[config.mk]
export PLATFORM = sky130hd
export DESIGN_NAME = pipelined_add_sub
export DESIGN_NICKNAME = d
export VERILOG_FILES = /design/src/rtl/alu_pkg.sv /design/src/rtl/adder_slice.sv /design/src/rtl/pipelined_add_sub.sv
export SDC_FILE = /design/constraint.sdc
export NUM_CORES = 1
export LEC_CHECK = 0
export BUFFER_PORTS_ARGS = -buffer_cell sky130_fd_sc_hd__buf_2
export CAP_MARGIN = 10
export CELL_PAD_IN_SITES_DETAIL_PLACEMENT = 1
export CELL_PAD_IN_SITES_GLOBAL_PLACEMENT = 2
export CORE_UTILIZATION = 43
export CTS_CLUSTER_DIAMETER = 30
export DETAILED_ROUTE_END_ITERATION = 16
export PLACE_DENSITY = 0.81
export SLEW_MARGIN = 5
export SYNTH_ARGS = -nofsm -noshare
export SYNTH_HDL_FRONTEND = slang
export SYNTH_SLANG_ARGS = --single-unit
export TNS_END_PERCENT = 20
[constraint.sdc]
create_clock -name clk -period 9.2 [get_ports clk]
set_input_delay 0.46 -clock clk [delete_from_list [all_inputs] [get_ports clk]]
set_output_delay 0.46 -clock clk [all_outputs]
set_load 0.01 [all_outputs]
[src/rtl/alu_pkg.sv]
// Shared constants for the mini_cpu ALU: flag bit positions within an NZCV
// vector and the per-stage slice width helper.
package alu_pkg;

    localparam int FLAG_V = 0;
    localparam int FLAG_C = 1;
    localparam int FLAG_Z = 2;
    localparam int FLAG_N = 3;

    function automatic int slice_width(input int width, input int stages);
        return width / stages;
    endfunction

endpackage

[src/rtl/adder_slice.sv]
// Combinational W-bit add with carry in/out; one instance resolves one
// pipeline stage's share of the carry chain.
module adder_slice #(
    parameter int W = 8
) (
    input  logic [W-1:0] a,
    input  logic [W-1:0] b,
    input  logic         cin,
    output logic [W-1:0] sum,
    output logic         cout
);

    assign {cout, sum} = {1'b0, a} + {1'b0, b} + {{W{1'b0}}, cin};

endmodule

[src/rtl/pipelined_add_sub.sv]
// Pipelined adder/subtractor: the carry chain is cut into STAGES registered
// slices, with NZCV flags produced alongside the result in the last stage.
module pipelined_add_sub
    import alu_pkg::*;
#(
    parameter int WIDTH  = 32,
    parameter int STAGES = 4
) (
    input  logic             clk,
    input  logic             reset,
    input  logic             in_valid,
    output logic             in_ready,
    input  logic [WIDTH-1:0] a,
    input  logic [WIDTH-1:0] b,
    input  logic             sub,
    input  logic             cin,
    output logic             out_valid,
    input  logic             out_ready,
    output logic [WIDTH-1:0] result,
    output logic             carry_flag,
    output logic             overflow_flag,
    output logic             zero_flag,
    output logic             negative_flag
);

    localparam int SLICE = slice_width(WIDTH, STAGES);
    localparam int LAST  = STAGES - 1;

    if (WIDTH % STAGES != 0) begin : g_bad_width
        $error("pipelined_add_sub: WIDTH must be a multiple of STAGES");
    end

    // Handshake: a beat moves on an edge where valid & ready are both high.
    // The whole pipe advances together unless the output holds an unaccepted
    // result, so in_ready is simply the advance enable.
    logic en;
    assign en        = ~(out_valid & ~out_ready);
    assign in_ready  = en;

    // Registered state of each stage (operands travel with the op).
    logic [WIDTH-1:0] st_a [STAGES];
    logic [WIDTH-1:0] st_b [STAGES];
    logic [WIDTH-1:0] st_r [STAGES];
    logic             st_c [STAGES];
    logic             st_v [STAGES];
    logic [3:0]       flags_q;

    // What each stage sees at its input this cycle.
    logic [WIDTH-1:0] in_a  [STAGES];
    logic [WIDTH-1:0] in_b  [STAGES];
    logic [WIDTH-1:0] in_r  [STAGES];
    logic             in_c  [STAGES];
    logic             in_v  [STAGES];
    logic [WIDTH-1:0] nxt_r [STAGES];
    logic [SLICE-1:0] slice_sum  [STAGES];
    logic             slice_cout [STAGES];
    logic [3:0]       nxt_flags;

    always_comb begin
        in_a[0] = a;
        in_b[0] = sub ? ~b : b;
        in_r[0] = '0;
        in_c[0] = cin;
        in_v[0] = in_valid;
        for (int s = 1; s < STAGES; s++) begin
            in_a[s] = st_a[s-1];
            in_b[s] = st_b[s-1];
            in_r[s] = st_r[s-1];
            in_c[s] = st_c[s-1];
            in_v[s] = st_v[s-1];
        end
    end

    for (genvar s = 0; s < STAGES; s++) begin : g_slice
        adder_slice #(.W(SLICE)) u_add (
            .a    (in_a[s][s*SLICE +: SLICE]),
            .b    (in_b[s][s*SLICE +: SLICE]),
            .cin  (in_c[s]),
            .sum  (slice_sum[s]),
            .cout (slice_cout[s])
        );
    end

    always_comb begin
        for (int s = 0; s < STAGES; s++) begin
            nxt_r[s] = in_r[s];
            nxt_r[s][s*SLICE +: SLICE] = slice_sum[s];
        end
        nxt_flags         = '0;
        nxt_flags[FLAG_N] = nxt_r[LAST][WIDTH-1];
        nxt_flags[FLAG_Z] = ~|nxt_r[LAST];
        nxt_flags[FLAG_C] = slice_cout[LAST];
        nxt_flags[FLAG_V] = (in_a[LAST][WIDTH-1] == in_b[LAST][WIDTH-1]) &
                            (nxt_r[LAST][WIDTH-1] != in_a[LAST][WIDTH-1]);
    end

    always_ff @(posedge clk) begin
        if (reset) begin
            for (int s = 0; s < STAGES; s++) begin
                st_a[s] <= '0;
                st_b[s] <= '0;
                st_r[s] <= '0;
                st_c[s] <= 1'b0;
                st_v[s] <= 1'b0;
            end
            flags_q <= '0;
        end else if (en) begin
            for (int s = 0; s < STAGES; s++) begin
                st_a[s] <= in_a[s];
                st_b[s] <= in_b[s];
                st_r[s] <= nxt_r[s];
                st_c[s] <= slice_cout[s];
                st_v[s] <= in_v[s];
            end
            flags_q <= nxt_flags;
        end
    end

    assign out_valid     = st_v[LAST];
    assign result        = st_r[LAST];
    assign negative_flag = flags_q[FLAG_N];
    assign zero_flag     = flags_q[FLAG_Z];
    assign carry_flag    = flags_q[FLAG_C];
    assign overflow_flag = flags_q[FLAG_V];

endmodule

[Word-level counts from Yosys, hierarchy flattened]
Memory sizes are Yosys's and may differ from the RTL's.
Index checks and enable logic that the tools add are counted.
Storage, ports and cells
  register bits after elaboration: 4
  RAM bits: 392
  output and inout bits: 38
  word-level logic and storage cells: 69
  memories: 5
Operators by class
  add/subtract/negate cells: 8
  eq/ne operators: 2
  muxes and demuxes: 26
  bitwise logic cells: 25
  reduce and logical (&&, ||, !) cells: 2
Memories
  st_a: words 4, width 32, rd ports 3, clocked after memory_dff 0, write ports 4, line pipelined_add_sub.sv:41  | logic [WIDTH-1:0] st_a [STAGES];
  st_b: words 4, width 32, rd ports 3, clocked after memory_dff 0, write ports 4, line pipelined_add_sub.sv:42  | logic [WIDTH-1:0] st_b [STAGES];
  st_r: words 4, width 32, rd ports 4, clocked after memory_dff 0, write ports 4, line pipelined_add_sub.sv:43  | logic [WIDTH-1:0] st_r [STAGES];
  st_c: words 4, width 1, rd ports 3, clocked after memory_dff 0, write ports 4, line pipelined_add_sub.sv:44  | logic st_c [STAGES];
  st_v: words 4, width 1, rd ports 4, clocked after memory_dff 0, write ports 4, line pipelined_add_sub.sv:45  | logic st_v [STAGES];
Operators with widths (number)
  $mux W32: 13
  $add A8 B8 Y9: 4
  $add A9 B1 Y9: 4
  $not A32 Y32: 1
  $reduce_or A32 Y1: 1
  $or A1 B1 Y1: 20
  $mux W1: 13
  $and A1 B1 Y1: 2
  $not A1 Y1: 2
  $eq A1 B1 Y1: 1
  $logic_not A1 Y1: 1
  $ne A1 B1 Y1: 1

[Logic depth before layout (Yosys ltp)]
Gate-level depths: netlist of the first run.
  depth after elaboration: 6
  depth in mapped cells: 12

[Hierarchy]
Synthesis of the first run repeated with hierarchy kept, for this count alone.
Unflattened totals
  cell total of the unflattened synthesis: 619
  area, all modules: 8645.8 um^2
Modules (own cells, without submodules)
  pipelined_add_sub: instances 1, cells an instance 455, area an instance 7319.5 um^2, seq. area each 5575.3 um^2
  adder_slice at g_slice[0].u_add ...: instances 2, cells an instance 40, area an instance 331.6 um^2, seq. area each 0.0 um^2
  adder_slice at g_slice[2].u_add ...: instances 2, cells an instance 42, area an instance 331.6 um^2, seq. area each 0.0 um^2

[Least setup slack after synthesis of the first run]
No wires, ideal clock.
  path type: register -> register
  start: memory st_v[3]
  end: memory st_a[0][10] (enable)
  library setup time: 0.535 ns
  data arrival time: 4.427 ns
  path slack: 4.237 ns
  cell stages (with the launch flop): 5
  cell sequence: edfxtp_1 nor2b_1 inv_1 nor2_1 inv_1
RTL lines (line)
  start, declared: pipelined_add_sub.sv:45
  end, declared: pipelined_add_sub.sv:41

==> flow_summary.yaml, run 1 <==
status:
  status: "complete, no violations"
die:
  die_y_um: 141
  ios: 108
  start_util_pct: 44.2
  row_count: 50
  dieWidth_um: 141
  core_um2: 18900
  dieArea_um2: 20000
sta:
  grt_setup_unrepaired: "false"
  max_freq_mhz: 333
  final.period_utilization_pct: 32.6
  tns_ns: 0
  hold_viol: 0
  period_needed_ns: 3.00
  max-slew-margin-rel_pct: 31.4
  setup_viol: 0
  slew_viol_final: 0
  skew_ns: 0.00973
  max_slew.worst_pin.slew_ns: 1.03
synth:
  synth-compound-area-share_pct: 3.76
  synth.distinct_cells: 36
  synth_xor_area_share_pct: 4.93
  synth_edf_count: 183
  synth_nets: 710
  synth_area_per_cell_um2: 13.8
  syn-cell-area_um2: 8350
  yosys_warnings: 0
  ys_seq_elements: 187
  synth_async_sr_flop_share_pct: 0
  syn_inst: 604
  synth_top_family_by_area: "simple AND/OR/NAND/NOR gates"
  synth_mux_area_share_pct: 0.360
  synth-simple-area-share_pct: 16.0
  synthAdderAreaFrac_pct: 6.12
  synth_area_leaders: "edfxtp_1 66%, and2_1 9.8%, ha_1 4.2%, xnor2_1 3.7%, nor2_1 2.3%"
  ys_seq_area_share_pct: 66.8
  synth_most_common_cell: "edfxtp_1"
  synthFlopType: "edfxtp_1"
  synth_top_cell_area_share_pct: 65.8
  synth_top_cell_by_area: "edfxtp_1"
  synthTopCellsByCount: "183 x edfxtp_1, 131 x and2_1, 52 x nor2_1, 35 x xnor2_1, 28 x ha_1"
global_routing:
  grt_start_max_net_pins: 117
  grt_pass1_wl_mm: 23.9
  use_met2_pct: 25.8
  grt_pass1_vias: 4691
  grt_usage_pct: 15.9
  grt_remaining_overflow: 0
  antenna_found_initial: 1
  use_met1_pct: 20.4
  gr-usage-met3_pct: 3.51
  top_usage_layer: "met2"
run:
  cap_violations: 0
place:
  port-buffer-count: 107
  place_hpwl_mm: 10.4
  place.gp.congestion: 0.812
  dpl_cell_area_um2: 9140
setup_path:
  setup.worst_path.end_class: "flip-flop"
  slowest_stage: "buf_4"
  crit_arrival_ns: 3.07
  worstPathMaxFanout: 116
  criticalPathCategory: "reg -> reg"
  path_cells: "nor2b_1 -> inv_1 -> nor2_1 -> inv_6 -> buf_4"
  cpPeakStageDelay_ns: 0.78
  required_ns: 9.27
  startpoint_type: "flip-flop"
clock_tree:
  cts_resized: 0
  clk_pin_slew_ns: 0.07
  htree_levels: 4
  numCtsBuffers: 17
  clk_path_buf_depth: 2
  clk_latency_ns: 0.43
  hold_buffers: 0
  clock-root-buffer: "clkbuf_16"
  cts_tree: "built"
  post_cts.repair.setup_buffers: 0
  cts.sinks: 187
route:
  wl_per_cell_um: 15.4
  vias: 4701
  drcViolationCount: 0
  drt.antenna.violating_nets: 0
  drt-total-wl_mm: 15.1
  drtIter0Drc: 198
  drtPass1Iterations: 4
  viasPerCell: 4.80
power_and_ir_drop:
  switchingPower_mw: 0.442
  power_density_nw_per_um2: 201
  p_comb_share_pct: 8.9
  static-leakage-power_nw: 4.22
  peakVddDrop_v: 0.000122
  pwr-share-clk_pct: 38.8
  netSwitchingFraction_pct: 22.6
  seqPwrFrac_pct: 52.3
  internal_power_mw: 1.52
cells_and_area:
  num_antenna_cells: 0
  fin_area_um2: 9750
  final-seq-area_um2: 5580
  drive_gt1_share_pct: 20.3
  fillers: 1937
  nets: 813
  syn_to_final_growth_pct: 16.8
  multi_input_area_um2: 2610
worst_hold_path:
  min_path_type: "in -> reg"
[cells by family after synthesis]
group | count (synthesis)
simple gates | 238
flops | 187
compound gates | 50
xor+xnor | 47
buf+inv | 43
fa+ha+maj | 36
mux | 3
[metrics by stage]
step | hold slack (ns) | power [mW] | std cells | util, % | worst slack, ns
3_5_place_dp | 0.473 | 1.22 | 948 | 48.4 | 5.80
5_1_grt | 0.294 | 2.03 | 980 | 51.6 | 6.00
4_1_cts | 0.285 | 1.98 | 980 | 51.6 | 6.16
3_3_place_gp | 0.474 | 1.21 | 948 | 48.4 | 5.91
6_report | 0.302 | 1.96 | 980 | 51.6 | 6.20
2_1_floorplan | 0.476 | 1.15 | 604 | - | 4.24
[final timing paths]
kind	slack (ns)	end	startpoint	depth (start not counted)
hold / removal	0.30	st_a[0][19]	a[19]	2
setup reg to reg	6.20	st_b[0][19]	st_v[3]	5
hold reg to reg	0.49	flags_q[0]	flags_q[0]	2
setup / recovery	6.20	st_b[0][19]	st_v[3]	5
[per-layer routing]
layer	vias up	part of all wire (%)
li1	2327	-
met1	2237	47
met2	110	47
met3	25	4.1
met4	2	2.1
met5	-	0.093
[final cells by class]
| type | instances | area share [%] |
|---|---|---|
| clock buffers | 17 | 4.36 |
| inverters | 18 | 0.744 |
| clock inverters | 15 | 1.92 |
| well taps | 260 | 3.34 |
| repair buffers | 109 | 5.65 |
| multi-input cells | 374 | 26.8 |
| flip-flops and latches | 187 | 57.2 |
[power groups by stage]
stage | Combinational (mW) | Sequential [mW] | Clock [mW]
2_1_floorplan | 0.116 | 1.04 | 0
6_report | 0.174 | 1.02 | 0.761
5_1_grt | 0.197 | 1.03 | 0.802
3_5_place_dp | 0.177 | 1.04 | 0
3_3_place_gp | 0.170 | 1.04 | 0
4_1_cts | 0.179 | 1.02 | 0.774
[state kept, by name, summed over array words and instances, names as in the netlist]
| name | cells |
|---|---|
| st_c | 3 |
| st_a | 48 |
| st_b | 48 |
| flags_q | 4 |
| st_v | 4 |
| st_r | 80 |
[placed cells by master, fill, tap and decap left out, drive strengths merged, types with 5 or more instances in the layout]
cell,count
xor2,12
nor3,8
buf,109
clkinv,5
nor2,52
fa,8
and2,131
o21ai,12
or3,10
a21oi,15
nor2b,8
inv,23
clkbuf,17
edfxtp,183
ha,28
a21o,9
xnor2,35
nand2,8
[worst max-delay path, delay by kind of cell (launching register included)]
| family | cells | cell delay [ns] |
|---|---|---|
| buffers and inverters | 3 | 1.74 |
| flip-flops | 1 | 0.38 |
| AND/OR/NAND/NOR | 2 | 0.39 |
No activity file was read; power rests on OpenSTA's default activity.
==> run 2: changes to the inputs <==
- ABC_AREA: not set -> 1
- CORE_UTILIZATION: 43 -> 38
- PLACE_DENSITY: 0.81 -> 0.77
- clock period: 9.2 -> 2.9 ns (I/O delays scaled with it)
==> flow_summary.yaml, run 2 <==
run:
  cap_violations: 0
route:
  drtPass1Iterations: 4
  drt-total-wl_mm: 16.4
  drcViolationCount: 0
  drt.antenna.violating_nets: 0
  vias: 5629
  viasPerCell: 4.52
  wl_per_cell_um: 13.2
  drtIter0Drc: 330
power_and_ir_drop:
  p_comb_share_pct: 11.2
  peakVddDrop_v: 0.000414
  switchingPower_mw: 1.50
  finalPower_mw: 6.24
  netSwitchingFraction_pct: 24.1
  power_density_nw_per_um2: 605
  internal_power_mw: 4.74
  static-leakage-power_nw: 4.75
  pwr-share-clk_pct: 36.5
  seqPwrFrac_pct: 52.3
setup_path:
  crit_arrival_ns: 2.51
  startpoint_type: "flip-flop"
  setup.worst_path.end_class: "flip-flop"
  criticalPathCategory: "reg -> reg"
  ff2ff_setup_slack_ns: 0.77
  worstPathMaxFanout: 2
  required_ns: 3.28
synth:
  synth_top_family_by_area: "simple AND/OR/NAND/NOR gates"
  synthAdderAreaFrac_pct: 5.79
  synth_top_cell_area_share_pct: 62.3
  synth_area_per_cell_um2: 10.6
  synthFlopType: "edfxtp_1"
  synthTopCellsByCount: "183 x edfxtp_1, 183 x inv_1, 179 x nor2_1, 64 x nand2_1, 34 x a21oi_1"
  synth_area_leaders: "edfxtp_1 62%, inv_1 7.8%, nor2_1 7.6%, ha_1 4.0%, nand2_1 2.7%"
  synth_mux_area_share_pct: 0
  synth_edf_count: 183
  synth_xor_area_share_pct: 3.38
  synth_async_sr_flop_share_pct: 0
  synth.distinct_cells: 31
  syn_inst: 830
  synth-compound-area-share_pct: 4.56
  syn-cell-area_um2: 8820
  yosys_warnings: 0
  ys_seq_elements: 187
  ys_seq_area_share_pct: 63.2
  synth_top_cell_by_area: "edfxtp_1"
  synth-simple-area-share_pct: 13.5
  synth_nets: 936
clock_tree:
  cts_resized: 0
  clk_pin_slew_ns: 0.07
  clk_latency_ns: 0.43
  clock-root-buffer: "clkbuf_16"
  cts_tree: "built"
  clk_path_buf_depth: 2
  numCtsBuffers: 17
  htree_levels: 4
  post_cts.repair.setup_buffers: 0
  cts.sinks: 187
  hold_buffers: 8
sta:
  grt_setup_unrepaired: "false"
  max-slew-margin-rel_pct: 39.0
  slew_viol_final: 0
  hold_viol: 0
  max_freq_mhz: 471
  max_slew.worst_pin.slew_ns: 0.915
  skew_ns: 0.0114
  period_needed_ns: 2.13
  final.period_utilization_pct: 73.3
  setup_viol: 0
cells_and_area:
  final-seq-area_um2: 5580
  mostFrequentLayoutCell: "edfxtp_1"
  fin_area_um2: 10300
  regMostFlops: "st_r"
  final_cell_mix: "183 x edfxtp_1, 182 x inv_1, 178 x nor2_1, 107 x buf_2, 63 x nand2_1"
  drive_gt1_share_pct: 16.5
  num_antenna_cells: 0
  nets: 1052
  largest_register_ffs: 80
  top_regs: "st_r: 80 flops, st_a: 48 flops, st_b: 48 flops"
  syn_to_final_growth_pct: 16.9
  fillers: 2533
  final_cell_count_no_fill: 1244
  multi_input_area_um2: 2410
global_routing:
  grt_pass1_wl_mm: 27.3
  grt_remaining_overflow: 0
  antenna_found_initial: 0
  grt_start_max_net_pins: 147
  grt_pass1_vias: 5600
  grt_usage_pct: 14.8
die:
  dieArea_um2: 23800
  core_um2: 22700
  start_util_pct: 38.8
  dieWidth_um: 154
  die_y_um: 154
  ios: 108
  row_count: 55
place:
  place.gp.congestion: 0.787
  port-buffer-count: 107
  dp_cells: 1204
  place_hpwl_mm: 11.2
  dpl_cell_area_um2: 9650
status:
  status: "complete, no violations"
worst_hold_path:
  min_path_type: "in -> reg"
run 2: changes by cell type after synthesis, sizes merged, moves of 11 or more:
cell    previous run  this run
nand4              2        13
buf                6        22
and2             131         1
a21oi             15        36
inv               18       186
clkbuf            19         2
nand2              8        70
o21ai             12        26
nand3              1        23
nor2              52       179
run 2: kinds of logic after synthesis:
kind of cell | after synthesis
buffers and inverters | 210
XOR/XNOR | 34
AND/OR/NAND/NOR | 291
adder cells (fa/ha/maj) | 36
flip-flops | 187
AO/OA/AOI/OAI | 72
run 2: worst paths after layout:
path,start,to,cells after the start
min reg2reg,flags_q[1],flags_q[1],2
max reg2reg,st_c[0][2],flags_q[2],11
min,a[26],st_a[0][26],3
max,st_c[0][2],flags_q[2],11
run 2: power by group through the flow:
stage | clock, mW | combinational [mW] | sequential (mW)
3_5_place_dp | 0 | 0.699 | 3.33
5_1_grt | 2.45 | 0.805 | 3.29
4_1_cts | 2.34 | 0.712 | 3.27
6_report | 2.28 | 0.698 | 3.26
2_1_floorplan | 0 | 0.465 | 3.32
3_3_place_gp | 0 | 0.686 | 3.32
run 2: per-stage QoR:
step	utilization [%]	TNS (ns)	hold WS (ns)	worst slack (ns)
6_report	45.4	0	0.0152	0.775
5_1_grt	45.4	0	0.00812	0.591
4_1_cts	45.4	0	0.000189	0.759
3_5_place_dp	42.5	0	0.448	0.723
3_3_place_gp	42.5	0	0.438	0.801
2_1_floorplan	-	-168.20	0.314	-0.919
run 2: final cells by class:
class                   instances  area share (%)
clock buffers                  17            4.13
clock inverters                15            1.46
inverters                     186            6.83
multi-input cells             433            23.4
flip-flops and latches        187            54.1
well taps                     285            3.46
repair buffers                121            6.65
run 2: worst max-delay path, stage by stage, from the launching register on:
cell	delay (ns)
edfxtp_1	0.33
inv_1	0.07
fa_1	0.48
fa_1	0.54
nand2_1	0.06
nor2_1	0.11
nand3_1	0.10
nor2_1	0.10
nand3_1	0.07
nor2_1	0.09
nand3_1	0.08
nand2_1	0.06
run 2: routing by layer:
layer	GRT usage (%)	wire, um	part of all wire, %	up-vias
li1	-	-	-	2876
met1	19.4	8060	49	2650
met2	24.1	7640	46	91
met3	3.64	545	3.3	12
met4	4.67	194	1.2	0
met5	0	0	0	-
==> run 3: changes to the inputs <==
- clock period: 2.9 -> 2.2 ns (I/O delays scaled with it)
==> flow_summary.yaml, run 3 (synthesis gave the netlist of run 2 again) <==
cells_and_area:
  fin_area_um2: 10600
  num_antenna_cells: 0
  final_cell_mix: "183 x edfxtp_1, 182 x inv_1, 178 x nor2_1, 107 x buf_2, 63 x nand2_1"
  mostFrequentLayoutCell: "edfxtp_1"
  syn_to_final_growth_pct: 20.0
  top_regs: "st_r: 80 flops, st_a: 48 flops, st_b: 48 flops"
  nets: 1077
  final_cell_count_no_fill: 1269
  regMostFlops: "st_r"
  largest_register_ffs: 80
  drive_gt1_share_pct: 16.8
route:
  drt-total-wl_mm: 16.5
  viasPerCell: 4.46
  drtIter0Drc: 255
  drtPass1Iterations: 4
  wl_per_cell_um: 13.0
  drcViolationCount: 0
  vias: 5656
  drt.antenna.violating_nets: 0
run:
  cap_violations: 0
place:
  place.gp.congestion: 0.800
  dp_cells: 1209
  port-buffer-count: 107
  place_hpwl_mm: 11.3
  dp_slack_ns: 0.126
  dpl_cell_area_um2: 9730
sta:
  hold_viol: 0
  setup_ws_ns: 0.206
  period_needed_ns: 1.99
  skew_ns: 0.0104
  tns_ns: 0
  max-slew-margin-rel_pct: 56.0
  setup_viol: 0
  max_freq_mhz: 501
  slew_viol_final: 0
  final.period_utilization_pct: 90.6
  max_slew.worst_pin.slew_ns: 0.659
clock_tree:
  htree_levels: 4
  clock-root-buffer: "clkbuf_16"
  clk_path_buf_depth: 2
  numCtsBuffers: 17
  clk_pin_slew_ns: 0.07
  clk_latency_ns: 0.43
  post_cts.repair.setup_buffers: 0
  cts_tree: "built"
  cts.sinks: 187
setup_path:
  worstPathMaxFanout: 2
  required_ns: 2.58
  startpoint_type: "flip-flop"
  criticalPathCategory: "reg -> reg"
  setup.worst_path.end_class: "flip-flop"
  crit_arrival_ns: 2.37
global_routing:
  grt_start_max_net_pins: 104
  use_met2_pct: 23.4
  use_met1_pct: 19.9
  grt_pass1_wl_mm: 27.2
  grt_remaining_overflow: 0
  top_usage_layer: "met2"
  grt_pass1_vias: 5540
  grt_usage_pct: 14.7
  gr-usage-met3_pct: 3.05
  antenna_found_initial: 0
die:
  row_count: 55
  dieWidth_um: 154
  core_um2: 22700
  ios: 108
  start_util_pct: 38.8
  dieArea_um2: 23800
  die_y_um: 154
status:
  status: "complete, no violations"
worst_hold_path:
  min_path_type: "in -> reg"
power_and_ir_drop:
  static-leakage-power_nw: 4.87
  finalPower_mw: 8.22
  peakVddDrop_v: 0.000373
  power_density_nw_per_um2: 778
run 3: layer usage:
| layer | vias up | share of wire (%) |
|---|---|---|
| li1 | 2936 | - |
| met4 | 0 | 1.5 |
| met1 | 2610 | 49 |
| met2 | 93 | 46 |
| met5 | - | 0 |
| met3 | 17 | 3.1 |
run 3: path summary, 6_finish.rpt:
kind | startpoint | to | slack (ns) | depth (start not counted)
setup / recovery | st_c[0][2] | flags_q[2] | 0.21 | 11
setup reg to reg | st_c[0][2] | flags_q[2] | 0.21 | 11
hold reg to reg | flags_q[0] | flags_q[0] | 0.45 | 2
hold / removal | b[10] | st_b[0][10] | 0.02 | 3
run 3: metrics by stage:
step	hold slack, ns	utilization, %
global placement	0.413	42.8
detailed placement	0.413	42.8
finish	0.0177	46.6
global route	0.0186	46.6
floorplan	0.279	-
CTS	0.000946	46.5
run 3: power breakdown:
| part | switching [mW] | internal (mW) |
|---|---|---|
| sequential | 0.0897 | 4.21 |
| clock | 1.39 | 1.59 |
| combinational | 0.561 | 0.389 |
| total | 2.04 | 6.19 |
run 3: final cells by class:
class,count,area (um2)
Clock buffer,18,429
Clock inverter,14,136
Fill cell,2516,12100
Inverter,186,704
Multi-Input combinational cell,433,2410
Sequential cell,187,5580
Tap cell,285,357
Timing Repair Buffer,146,961
run 3: repair_timing:
| action | CTS | global route |
|---|---|---|
| resized for setup | 0 | 2 |
| hold buffers | 27 | 1 |
| endpoints found under the hold margin | 29 | 1 |
| endpoints found under the setup margin | 0 | 2 |
run 3: worst max-delay path, cell delays in order, from the launching register on:
cell and delay [ns]:
edfxtp_1 0.32, inv_1 0.06, fa_2 0.41, fa_1 0.52, nand2_1 0.06, nor2_1 0.10, nand3_1 0.07, nor2_1 0.10
nand3_1 0.08, nor2_1 0.09, nand3_1 0.07, nand2_1 0.06
